===== src/rtl/vif_pkg.sv =====
// Shared types for the valid/ready stream arbiter.
// Arbiter FSM states and the channel-index width helper.
package vif_pkg;

    typedef enum logic {
        ARB    = 1'b0,
        LOCKED = 1'b1
    } arb_state_e;

    function automatic int ch_idx_w(input int n);
        return (n <= 2) ? 1 : $clog2(n);
    endfunction

endpackage


===== src/rtl/vif_rr_pick.sv =====
// Combinational round-robin picker.
// Scans req upward from ptr with wrap; returns one-hot grant and its index.
module vif_rr_pick
    import vif_pkg::*;
#(
    parameter int NUM_CH = 4,
    parameter int CH_W   = ch_idx_w(NUM_CH)
) (
    input  logic [NUM_CH-1:0] req_i,
    input  logic [CH_W-1:0]   ptr_i,
    output logic [NUM_CH-1:0] gnt_o,
    output logic [CH_W-1:0]   idx_o,
    output logic              any_o
);

    int c;

    always_comb begin
        gnt_o = '0;
        idx_o = '0;
        any_o = 1'b0;
        c     = 0;
        for (int i = 0; i < NUM_CH; i++) begin
            c = int'(ptr_i) + i;
            if (c >= NUM_CH) c = c - NUM_CH;
            if (!any_o && req_i[c]) begin
                any_o    = 1'b1;
                gnt_o[c] = 1'b1;
                idx_o    = CH_W'(c);
            end
        end
    end

endmodule


===== src/rtl/vif_rr_arbiter.sv =====
// N-channel round-robin stream merger with registered output
// and optional packet lock that holds the grant until the last beat.
module vif_rr_arbiter
    import vif_pkg::*;
#(
    parameter  int NUM_CH = 4,
    parameter  int DATA_W = 8,
    parameter  int CNT_W  = 16,
    localparam int CH_W   = ch_idx_w(NUM_CH)
) (
    input  logic                     clk,
    input  logic                     reset,
    input  logic [NUM_CH*DATA_W-1:0] in_data,
    input  logic [NUM_CH-1:0]        in_valid,
    input  logic [NUM_CH-1:0]        in_last,
    output logic [NUM_CH-1:0]        in_ready,
    input  logic                     lock_en,
    output logic [DATA_W-1:0]        out_data,
    output logic                     out_last,
    output logic [CH_W-1:0]          out_chan,
    output logic                     out_valid,
    input  logic                     out_ready,
    output logic [CNT_W-1:0]         beat_cnt
);

    localparam logic [CH_W-1:0] LAST_CH = CH_W'(NUM_CH - 1);

    arb_state_e        state_q, state_d;
    logic [CH_W-1:0]   rr_ptr_q, rr_ptr_d;
    logic [CH_W-1:0]   lock_ch_q, lock_ch_d;
    logic [CNT_W-1:0]  beat_cnt_q, beat_cnt_d;
    logic              out_valid_q, out_valid_d;
    logic              out_last_q, out_last_d;
    logic [CH_W-1:0]   out_chan_q, out_chan_d;
    logic [DATA_W-1:0] out_data_q, out_data_d;

    logic [NUM_CH-1:0] lock_mask;
    logic [NUM_CH-1:0] req;
    logic [NUM_CH-1:0] gnt;
    logic [CH_W-1:0]   pick_idx;
    logic              pick_any;
    logic              load_en;
    logic              acc;
    logic              acc_last;

    // Grant never looks at the output side; load_en only gates ready.
    assign lock_mask = (state_q == LOCKED) ? (NUM_CH'(1) << lock_ch_q) : '1;
    assign req       = in_valid & lock_mask;

    vif_rr_pick #(
        .NUM_CH (NUM_CH),
        .CH_W   (CH_W)
    ) u_pick (
        .req_i  (req),
        .ptr_i  (rr_ptr_q),
        .gnt_o  (gnt),
        .idx_o  (pick_idx),
        .any_o  (pick_any)
    );

    assign load_en  = !out_valid_q || out_ready;
    assign in_ready = gnt & {NUM_CH{load_en}};
    assign acc      = pick_any && load_en;
    assign acc_last = in_last[pick_idx];

    always_ff @(posedge clk or posedge reset) begin
        if (reset) begin
            state_q     <= ARB;
            rr_ptr_q    <= '0;
            lock_ch_q   <= '0;
            beat_cnt_q  <= '0;
            out_valid_q <= 1'b0;
            out_last_q  <= 1'b0;
            out_chan_q  <= '0;
            out_data_q  <= '0;
        end else begin
            state_q     <= state_d;
            rr_ptr_q    <= rr_ptr_d;
            lock_ch_q   <= lock_ch_d;
            beat_cnt_q  <= beat_cnt_d;
            out_valid_q <= out_valid_d;
            out_last_q  <= out_last_d;
            out_chan_q  <= out_chan_d;
            out_data_q  <= out_data_d;
        end
    end

    always_comb begin
        state_d     = state_q;
        rr_ptr_d    = rr_ptr_q;
        lock_ch_d   = lock_ch_q;
        beat_cnt_d  = beat_cnt_q;
        out_valid_d = out_valid_q;
        out_last_d  = out_last_q;
        out_chan_d  = out_chan_q;
        out_data_d  = out_data_q;

        if (acc) begin
            rr_ptr_d = (pick_idx == LAST_CH) ? '0 : pick_idx + 1'b1;
            if (beat_cnt_q != '1) beat_cnt_d = beat_cnt_q + 1'b1;
        end

        // lock_en is only sampled on the first beat of a packet
        unique case (state_q)
            ARB: begin
                if (acc && lock_en && !acc_last) begin
                    state_d   = LOCKED;
                    lock_ch_d = pick_idx;
                end
            end
            LOCKED: begin
                if (acc && acc_last) state_d = ARB;
            end
            default: state_d = ARB;
        endcase

        if (load_en) begin
            out_valid_d = acc;
            if (acc) begin
                out_data_d = in_data[int'(pick_idx)*DATA_W +: DATA_W];
                out_last_d = acc_last;
                out_chan_d = pick_idx;
            end
        end
    end

    assign out_valid = out_valid_q;
    assign out_last  = out_last_q;
    assign out_chan  = out_chan_q;
    assign out_data  = out_data_q;
    assign beat_cnt  = beat_cnt_q;

endmodule


===== config.mk =====
export PLATFORM = sky130hd
export DESIGN_NAME = vif_rr_arbiter
export DESIGN_NICKNAME = d
export VERILOG_FILES = /design/src/rtl/vif_pkg.sv /design/src/rtl/vif_rr_pick.sv /design/src/rtl/vif_rr_arbiter.sv
export SDC_FILE = /design/constraint.sdc
export NUM_CORES = 1
export LEC_CHECK = 0
export BUFFER_PORTS_ARGS = -buffer_cell sky130_fd_sc_hd__buf_2
export CAP_MARGIN = 20
export CELL_PAD_IN_SITES_DETAIL_PLACEMENT = 1
export CELL_PAD_IN_SITES_GLOBAL_PLACEMENT = 1
export CORE_MARGIN = 1.5
export CORE_UTILIZATION = 39
export DETAILED_ROUTE_END_ITERATION = 6
export PLACE_DENSITY = 0.84
export SLEW_MARGIN = 5
export SYNTH_ARGS = -nofsm -noshare
export SYNTH_HDL_FRONTEND = slang
export SYNTH_SLANG_ARGS = --single-unit

===== constraint.sdc =====
create_clock -name clk -period 3.3 [get_ports clk]
set_clock_uncertainty 0.1 [all_clocks]
set_input_delay 0 -clock clk [delete_from_list [all_inputs] [get_ports clk]]
set_output_delay 0 -clock clk [all_outputs]
set_load 0.02 [all_outputs]

==> key figures <==
Run status
  • Result of the run: finished, final reports clean

Timing
  • Post-route clock period utilization: 0.918
  • Top achievable clock speed: 330 MHz
  • Setup TNS: 0 ns
  • Number of max-slew violations in the final report: 0
  • Worst relative slew slack: 0.635
  • Setup repair after global routing missed its margin: false
  • Slew at the pin with the worst max-slew slack: 0.533 ns
  • Final setup violating endpoints: 0
  • Post-route setup slack: 0.271 ns
  • Final Hold Vio Count: 0
  • Tmin final: 3.03 ns

Synthesis
  • Number of flops mapped to enable cells by yosys: 0
  • Mapped Area: 2520 sq um
  • Mapped Avg Cell Area: 9.15 sq um
  • Synth cell types: 50
  • YS warnings: 0
  • Flops & latches, synth: 33
  • Prevailing post-synth register cell: dfrtp_1
  • Part of the Yosys area used for sequential elements: 0.327
  • Synth Net Count: 329
  • Cells after synthesis: ~280
  • Post-synthesis async set-or-reset flop share: 1.00

Setup path
  • Capture point of the worst reg-to-reg path: lock_ch_q[0]
  • Cell depth of the worst flop-to-flop path: 9
  • CP arrival: between 3 and 4 ns
  • Worst Path Required: 3.41 ns
  • Max FO, Critical Path: 24
  • Critical path capture point type: flip-flop
  • Kind of critical path: reg -> reg
  • Origin of the critical flop-to-flop path: lock_ch_q[0]
  • Setup slack of the worst register-to-register path: between 0.2 and 0.3 ns
  • Type of origin of the critical path: flip-flop

Floorplanning
  • Starting utilization of the core area: 0.400
  • Vertical die dimension: 83.5 um
  • Die ar.: 6970 sq um
  • Core region area: about 6300 sq um
  • Die outline width: between 80 and 90 um
  • IO Count: 76
  • Total number of placement rows: 29

Worst hold path
  • Capture endpoint of the worst hold path: out_data[1]
  • Path category of the worst min-delay check: in -> reg
  • Startpoint of the most critical hold path: in_data[9]
  • Hold path cells: 4

Clocking
  • Clock tree from TritonCTS: built
  • Number of buffers between clock root and the deepest sink: 2
  • CTS Root Cell: clkbuf_8
  • Number of clock buffers inserted by TritonCTS: 5
  • Later-pin clock latency in the skew report: 0.29 ns
  • # H-tree levels: 2
  • Clock input transition at the sequential cells of the worst setup and hold paths: 0.07 ns
  • Number of clock sinks seen by CTS: 33

Detailed routing
  • Total DRC errors in the routed layout: 0
  • Remaining number of nets flagged by the antenna check after routing: 0
  • Number of detailed-route iterations in the first pass: 4
  • Count of routing violations after the opening detailed-route iteration: ~80
  • Average wire per standard cell: 17.3 um
  • Ratio of routed vias to standard cells: 5.56
  • Total wire length: approximately 7.6 mm
  • Total via count after detailed routing: 2434

Place
  • Routability Congestion: 0.886
  • Post-Place Worst Slack: roughly 0.32 ns
  • Port Buffer Count: 75
  • Post-detailed-placement half-perimeter wirelength: 5.72 mm
  • Placed inst area: approximately 3000 sq um

Pwr
  • P_leak: 1.49 nW
  • IR drop worst, VDD: about 0.00063 V
  • Pwr dens: 1150 nW/um^2

Finish
  • Layout overhead on the synthesized area: 23.7%
  • Layout cell share with drive strength beyond 1: 0.310
  • Final-stage net count: 413
  • Final design area excluding fillers: 3120 sq um
  • Count of antenna diodes in the layout: 0

Global routing
  • Wire length of the first global-routing pass: 12.9 mm
  • Total grt overflow: 0
  • Vias in the first global route: between 2000 and 3000
  • Number of antenna violations at the first check in global routing: 0
  • Global router's overall resource usage: 0.227
  • Pin count of the biggest net entering global routing: 34

Flow run
  • Number of maximum-capacitance constraint violations: 0
[cell usage after synthesis (all sizes together), types with 5 or more instances]
| master | n | area (sq um) |
|---|---|---|
| a21oi | 13 | 68.8 |
| inv | 8 | 30.0 |
| xnor2 | 10 | 87.6 |
| buf | 5 | 50.0 |
| dfrtp | 33 | 826 |
| mux2i | 27 | 283 |
| xor2 | 8 | 70.1 |
| o21ai | 15 | 75.1 |
| or2 | 8 | 50.1 |
| o2111ai | 8 | 70.1 |
| nand2 | 32 | 120 |
| nand3 | 8 | 40.0 |
| nor2 | 20 | 75.1 |
| ha | 9 | 113 |
| nor3 | 10 | 50.1 |
| clkbuf | 6 | 36.3 |
| nand4 | 7 | 43.8 |
| a31oi | 10 | 62.6 |
[registers in the layout, indices dropped and copies added (netlist names)]
name,cells
beat_cnt,16
rr_ptr_q,2
state_q,1
out_data,8
out_valid,1
out_last,1
out_chan,2
lock_ch_q,2
[power by group]
| part | total, W | internal, W | switching (W) |
|---|---|---|---|
| combinational | 0.00256 | 0.00102 | 0.00155 |
| clock | 0.000334 | 0.000188 | 0.000146 |
| sequential | 0.000692 | 0.000560 | 0.000132 |
| total | 0.00359 | 0.00176 | 0.00182 |
[logic make-up (layout without fill, tap and decap cells)]
family                   after synthesis  count (layout)  share of synthesized area
flip-flops                            33              33                      0.327
buffers and inverters                 19             104                     0.0461
AO/OA/AOI/OAI                         70              70                      0.201
XOR/XNOR                              18              18                     0.0624
multiplexers                          30              30                      0.134
AND/OR/NAND/NOR                       97              97                      0.185
adder cells (fa/ha/maj)                9               9                     0.0446
[cell usage in the layout (no fill, tap or decap), types with 3 or more instances in the layout]
cell | synthesis | routed
a31oi_1 | 10 | 10
dlygate4sd3_1 | 0 | 3
buf_2 | 3 | 75
or2_1 | 8 | 8
xor2_1 | 8 | 8
dfrtp_1 | 33 | 33
o2111ai_1 | 8 | 8
mux2i_1 | 26 | 26
nor2_1 | 20 | 20
xnor2_1 | 10 | 10
a21bo_2 | 3 | 3
buf_4 | 0 | 10
o21ai_0 | 13 | 13
clkbuf_8 | 1 | 7
nand4_1 | 7 | 7
a21oi_1 | 12 | 12
ha_1 | 9 | 9
nand3_1 | 8 | 8
nor3_1 | 10 | 10
a222oi_1 | 4 | 4
nand2_1 | 32 | 32
inv_1 | 7 | 7
[worst max-delay path: stages, from the launching register on]
cell and delay (ns):
dfrtp_1 0.46, o21ai_0 0.18, and2_2 0.26, mux4_2 0.56
o22ai_4 0.21, buf_4 0.35, mux2i_1 0.27, a22oi_2 0.13
o22ai_1 0.22, mux2i_1 0.21
[worst max path at each step]
stage / start / cells after the start / to / slack [ns]
after floorplan: rr_ptr_q[0] / 9 / out_data[0] / 0.32
after global placement: state_q / 9 / lock_ch_q[0] / 0.47
after detailed placement: lock_ch_q[0] / 9 / lock_ch_q[0] / 0.32
after CTS: lock_ch_q[0] / 8 / in_ready[0] / 0.30
after global routing: lock_ch_q[0] / 8 / in_ready[0] / 0.07
final: lock_ch_q[0] / 9 / lock_ch_q[0] / 0.27
[routing by layer]
layer,global-route usage,share of wire
met1,0.298,0.44
met2,0.392,0.49
met3,0.0356,0.054
met4,0.0581,0.0099
met5,0,0
[through the flow]
| step | util | total power (W) | std cells | hold slack, ns |
|---|---|---|---|---|
| 4_1_cts | 0.495 | 0.00360 | 438 | 0.0276 |
| 3_5_place_dp | 0.474 | 0.00324 | 427 | 0.0156 |
| 3_3_place_gp | 0.474 | 0.00314 | 427 | 0.00674 |
| 2_1_floorplan | - | 0.00264 | 276 | 0.0289 |
| 6_report | 0.495 | 0.00359 | 438 | 0.0260 |
| 5_1_grt | 0.495 | 0.00387 | 438 | 0.0597 |
[layout make-up]
| class | count | area (sq um) |
|---|---|---|
| clock buffers | 7 | 96.3 |
| clock inverters | 1 | 5.00 |
| fillers | 785 | 3190 |
| inverters | 8 | 30.0 |
| multi-input cells | 224 | 1590 |
| flip-flops and latches | 33 | 826 |
| well taps | 77 | 96.3 |
| repair buffers | 88 | 480 |
[repair_timing]
| action | CTS | global route |
|---|---|---|
| endpoints found under the setup margin | 0 | 0 |
| hold buffers | 3 | 0 |
| gates resized for setup | 0 | 0 |
| setup buffers | 0 | 0 |
| hold endpoints to repair | 35 | 0 |
(Power assumes the default switching activity.)
